<file path="src/rtl/mc_sequencer.sv">
// Control sequencer for a multicycle MIPS-style core: IF/ID/EX/MEM/WB/HALT FSM with
// memory handshakes, syscall halt/display, and cycle / retired-instruction counters.
module mc_sequencer #(
  parameter int CNT_W = 32
) (
  input  logic             clk,
  input  logic             rst_n,
  input  logic [5:0]       op,
  input  logic [5:0]       func,
  input  logic             halt_req,
  input  logic             resume,
  input  logic             mem_ack,
  output logic             mem_req,
  output logic             mem_we,
  output logic             iord,
  output logic             ir_write,
  output logic             pc_write,
  output logic [1:0]       pc_src,
  output logic             reg_we,
  output logic [1:0]       wb_src,
  output logic             branch_en,
  output logic             disp_we,
  output logic             halted,
  output logic [2:0]       state,
  output logic [CNT_W-1:0] cycle_cnt,
  output logic [CNT_W-1:0] instr_cnt
);
  typedef enum logic [2:0] {
    S_IF = 3'd0, S_ID = 3'd1, S_EX = 3'd2, S_MEM = 3'd3, S_WB = 3'd4, S_HALT = 3'd5
  } state_t;

  typedef enum logic [3:0] {
    C_RALU, C_JR, C_SYS, C_J, C_JAL, C_BR, C_IALU, C_LD, C_ST, C_ILL
  } class_t;

  localparam logic [CNT_W-1:0] CNT_ONE = CNT_W'(1);

  state_t           state_reg, state_next;
  class_t           cls;
  logic             retire;
  logic [CNT_W-1:0] cycle_cnt_reg, instr_cnt_reg;

  always_comb begin
    cls = C_ILL;
    case (op)
      6'd0: begin
        case (func)
          6'd0, 6'd2, 6'd3, 6'd32, 6'd33, 6'd34,
          6'd36, 6'd37, 6'd38, 6'd39, 6'd42, 6'd43: cls = C_RALU;
          6'd8:    cls = C_JR;
          6'd12:   cls = C_SYS;
          default: cls = C_ILL;
        endcase
      end
      6'd2:                                  cls = C_J;
      6'd3:                                  cls = C_JAL;
      6'd1, 6'd4, 6'd5:                      cls = C_BR;
      6'd8, 6'd9, 6'd10, 6'd12, 6'd13, 6'd14: cls = C_IALU;
      6'd35, 6'd37:                          cls = C_LD;
      6'd43:                                 cls = C_ST;
      default:                               cls = C_ILL;
    endcase
  end

  always_comb begin
    state_next = state_reg;
    mem_req    = 1'b0;
    mem_we     = 1'b0;
    iord       = 1'b0;
    ir_write   = 1'b0;
    pc_write   = 1'b0;
    pc_src     = 2'd0;
    reg_we     = 1'b0;
    wb_src     = 2'd0;
    branch_en  = 1'b0;
    disp_we    = 1'b0;
    halted     = 1'b0;
    case (state_reg)
      S_IF: begin
        mem_req = 1'b1;
        if (mem_ack) begin
          ir_write   = 1'b1;
          pc_write   = 1'b1;
          state_next = S_ID;
        end
      end
      S_ID: state_next = (cls == C_ILL) ? S_IF : S_EX;
      S_EX: begin
        case (cls)
          C_J: begin
            pc_write   = 1'b1;
            pc_src     = 2'd2;
            state_next = S_IF;
          end
          C_JAL: begin
            pc_write   = 1'b1;
            pc_src     = 2'd2;
            reg_we     = 1'b1;
            wb_src     = 2'd2;
            state_next = S_IF;
          end
          C_JR: begin
            pc_write   = 1'b1;
            pc_src     = 2'd3;
            state_next = S_IF;
          end
          C_BR: begin
            branch_en  = 1'b1;
            pc_src     = 2'd1;
            state_next = S_IF;
          end
          C_SYS: begin
            if (halt_req) begin
              state_next = S_HALT;
            end else begin
              disp_we    = 1'b1;
              state_next = S_IF;
            end
          end
          C_RALU, C_IALU: state_next = S_WB;
          C_LD, C_ST:     state_next = S_MEM;
          default:        state_next = S_IF;
        endcase
      end
      S_MEM: begin
        mem_req = 1'b1;
        iord    = 1'b1;
        mem_we  = (cls == C_ST);
        if (mem_ack) state_next = (cls == C_LD) ? S_WB : S_IF;
      end
      S_WB: begin
        reg_we     = 1'b1;
        wb_src     = (cls == C_LD) ? 2'd1 : 2'd0;
        state_next = S_IF;
      end
      S_HALT: begin
        halted = 1'b1;
        if (resume) state_next = S_IF;
      end
      default: state_next = S_IF;
    endcase
    // Reset silences every strobe immediately, even mid-handshake.
    if (!rst_n) begin
      mem_req   = 1'b0;
      mem_we    = 1'b0;
      iord      = 1'b0;
      ir_write  = 1'b0;
      pc_write  = 1'b0;
      pc_src    = 2'd0;
      reg_we    = 1'b0;
      wb_src    = 2'd0;
      branch_en = 1'b0;
      disp_we   = 1'b0;
      halted    = 1'b0;
    end
  end

  // An instruction retires when it returns to fetch, or when a syscall parks in HALT.
  assign retire = ((state_next == S_IF) && (state_reg inside {S_ID, S_EX, S_MEM, S_WB})) ||
                  ((state_next == S_HALT) && (state_reg != S_HALT));

  always_ff @(posedge clk) begin
    if (!rst_n) begin
      state_reg     <= S_IF;
      cycle_cnt_reg <= '0;
      instr_cnt_reg <= '0;
    end else begin
      state_reg <= state_next;
      if (state_reg != S_HALT) cycle_cnt_reg <= cycle_cnt_reg + CNT_ONE;
      if (retire)              instr_cnt_reg <= instr_cnt_reg + CNT_ONE;
    end
  end

  assign state     = state_reg;
  assign cycle_cnt = cycle_cnt_reg;
  assign instr_cnt = instr_cnt_reg;
endmodule

</file>
<file path="config.mk">
export PLATFORM = sky130hd
export DESIGN_NAME = mc_sequencer
export DESIGN_NICKNAME = d
export VERILOG_FILES = /design/src/rtl/mc_sequencer.sv
export SDC_FILE = /design/constraint.sdc
export NUM_CORES = 1
export LEC_CHECK = 0
export ABC_AREA = 1
export BUFFER_PORTS_ARGS = -buffer_cell sky130_fd_sc_hd__buf_2
export CORE_MARGIN = 1
export CORE_UTILIZATION = 50
export CTS_BUF_LIST = sky130_fd_sc_hd__clkbuf_4 sky130_fd_sc_hd__clkbuf_8 sky130_fd_sc_hd__clkbuf_16
export CTS_CLUSTER_DIAMETER = 150
export DETAILED_ROUTE_END_ITERATION = 6
export PLACE_DENSITY = 0.75
export SLEW_MARGIN = 20
export SYNTH_ARGS = -nofsm -noshare
export SYNTH_HDL_FRONTEND = slang
export SYNTH_SLANG_ARGS = --single-unit
export TNS_END_PERCENT = 1
</file>
<file path="constraint.sdc">
create_clock -name clk -period 3.1 [get_ports clk]
set_clock_uncertainty 0.1 [all_clocks]
set_input_delay 0.155 -clock clk [delete_from_list [all_inputs] [get_ports clk]]
set_output_delay 0.155 -clock clk [all_outputs]
set_load 0.02 [all_outputs]
</file>
==> results.cfg <==
[run_status]
status = finished, final reports clean

[clock_network]
htree_levels = 3
cts_buffer_depth = 2
cts-root-buf = clkbuf_8
cts_tree = yes
clock_latency_ns = 0.35
cts.sinks = 67
cts-buffers-inserted = 9
cts_resized = 0
post_cts_buffers = 0
cts-hold-fix-buffers = 0
path_clk_slew_ns = 0.09

[routing]
drt_iter0_markers = 207
num_vias = 4422
drt-total-wl_um = 10800
wl_per_cell_um = 12.9
drtPass1Iterations = 4
vias_per_cell = 5.27
final_antenna_net_count = 0
post-route-drc-count = 0

[sta]
finalCritPeriodShare = 0.773
fin_tns_setup_ns = 0
rsz0062_at_grt = no
relSlewSlack = 0.629
min_period_ns = 2.39
clock.fmax_mhz = 418
fin_ws_ns = 0.705
final_max_slew_viol_count = 0
setup_viol = 0
finalHoldViolCount = 0
tightest_slew_ns = 0.556

[synthesis]
yosys_warnings = 0
ys_types = 34
synthTopCellsByCount = nand2_1 (136), nor2_1 (75), inv_1 (69), dfxtp_1 (67), nand3_1 (58)
synth_area_per_cell_um2 = 6.64
yosys_register_bits = 67
synth_edf_count = 0
synthDominantCellAreaShare = 0.318
synth_area_leaders = dfxtp_1 (32%), nand2_1 (12%), xor2_1 (7.5%)
synth_nets = 655
syn_inst = 636
yosysMostFrequentCell = nand2_1
syn-cell-area_um2 = 4220
synth_flop_cell = dfxtp_1
synthArstFlopShare = 0
synth_top_cell_by_area = dfxtp_1
ys_seq_area_frac = 0.318

[global_route]
track_usage = 0.258
grt_max_degree = 35
use_met1 = 0.311
grt_overflow = 0
grt_util_met3 = 0.0672
busiest_layer = met2
met2_usage = 0.448
grt_pass1_wl_um = 18200
grt_pass1_vias = 4169
antenna_found_initial = 0

[place]
place_ws_ns = 0.714
gp_congestion = 0.961
hpwl_um = 8020
io_buffers = 96

[worst_hold_path]
hold_class = input port to register

[worst_setup_path]
regToRegSetupSlack_ns = 0.71
start_kind = register
endpoint_kind = output pin
worst-path-max-fanout = 4
arrival_ns = 2.14
cp.required_ns = 2.84
crit_type = register to output pin

[floorplanning]
die_area_um2 = 8820
core_um2 = 8180
rows = 33
die_x_um = 93.9
ioPinCount = 97
start_util = 0.517
die_h_um = 93.9

[final_layout]
syn2layout_area_growth_pct = 16.9
nNetsFinal = 748
utilization = 0.604
fillers = 792
diodes = 0
layout-drive-gt1-share = 0.213

[power]
comb_power_share = 0.109
swShare = 0.289
seq_power_share = 0.480
p_clk_frac = 0.411
power.leakage_uw = 0.00217
internal-power_uw = 1300
ir_drop_v = 0.000234
powerDensity_nw_per_um2 = 370
p_sw_uw = 528

[job]
max_cap_viol_count = 0
-- metrics by stage --
| stage | cell area [um2] | cells | total power, uW | hold slack (ns) |
|---|---|---|---|---|
| 4_1_cts | 4930 | 839 | 1840 | 0.0300 |
| 6_report | 4930 | 839 | 1820 | 0.0411 |
| 5_1_grt | 4930 | 839 | 1910 | 0.0599 |
| 3_3_place_gp | 4730 | 823 | 1090 | 0.371 |
| 2_1_floorplan | 4220 | 636 | 1060 | 0.193 |
| 3_5_place_dp | 4730 | 823 | 1090 | 0.388 |
-- power groups by stage --
stage	Sequential, uW	Combinational [uW]	Clock [uW]
finish	876	198	749
global placement	896	192	0
global route	877	220	808
CTS	876	197	762
floorplan	904	157	0
detailed placement	896	197	0
-- critical path, cell delays in order (launching register included) --
cell and delay [ns]:
dfxtp_1 0.39, inv_2 0.07, nor3_1 0.25, inv_1 0.13, nor2_1 0.19, nand2_1 0.08, nor3_1 0.23, inv_1 0.08
o21ai_0 0.10, or2_2 0.14, buf_2 0.15
-- worst paths after layout --
path                 startpoint             to  depth (start not counted)
setup / recovery       state[1]       pc_write                         10
hold / removal            rst_n  cycle_cnt[12]                          3
setup reg to reg       state[1]   instr_cnt[1]                         11
hold reg to reg   instr_cnt[30]  instr_cnt[30]                          2
-- kinds of logic after synthesis --
group | share of synthesized area
simple gates | 0.410
buf+inv | 0.0951
flops | 0.318
compound gates | 0.0865
xor+xnor | 0.0850
fa+ha+maj | 0.00592
-- cell type report --
cell class,count,area [um2],share of cell area
well taps,105,131,0.0266
repair buffers,98,495,0.100
multi-input cells,477,2480,0.503
inverters,76,285,0.0578
clock buffers,9,124,0.0251
clock inverters,7,77.6,0.0157
flip-flops and latches,67,1340,0.272
-- metal layers --
metal / share of wire / up-vias / routed length, um
met4: 0.014 / 0 / 155
met1: 0.44 / 2011 / 4710
met3: 0.061 / 15 / 656
li1: - / 2257 / -
met2: 0.49 / 139 / 5260
met5: 0 / - / 0
-- cells in the final DEF, fill, tap and decap left out, types with 2 or more instances in the layout --
cell type     n
a21oi_1      53
xor2_1       36
or2_2         2
nand2_4       2
buf_2        96
o21a_1        4
inv_2         7
buf_4         2
dfxtp_1      67
nor2_2       14
nor2_1       75
nand4_1      16
nand3_2       4
nor2_4        3
nand2_1     136
ha_1          2
o21ai_0      10
nand3_1      58
inv_1        69
nor4_1       11
nor3_1       31
clkbuf_8      9
xnor2_1       5
nand2_2       5
clkinvlp_4    4
(Power assumes the default switching activity.)
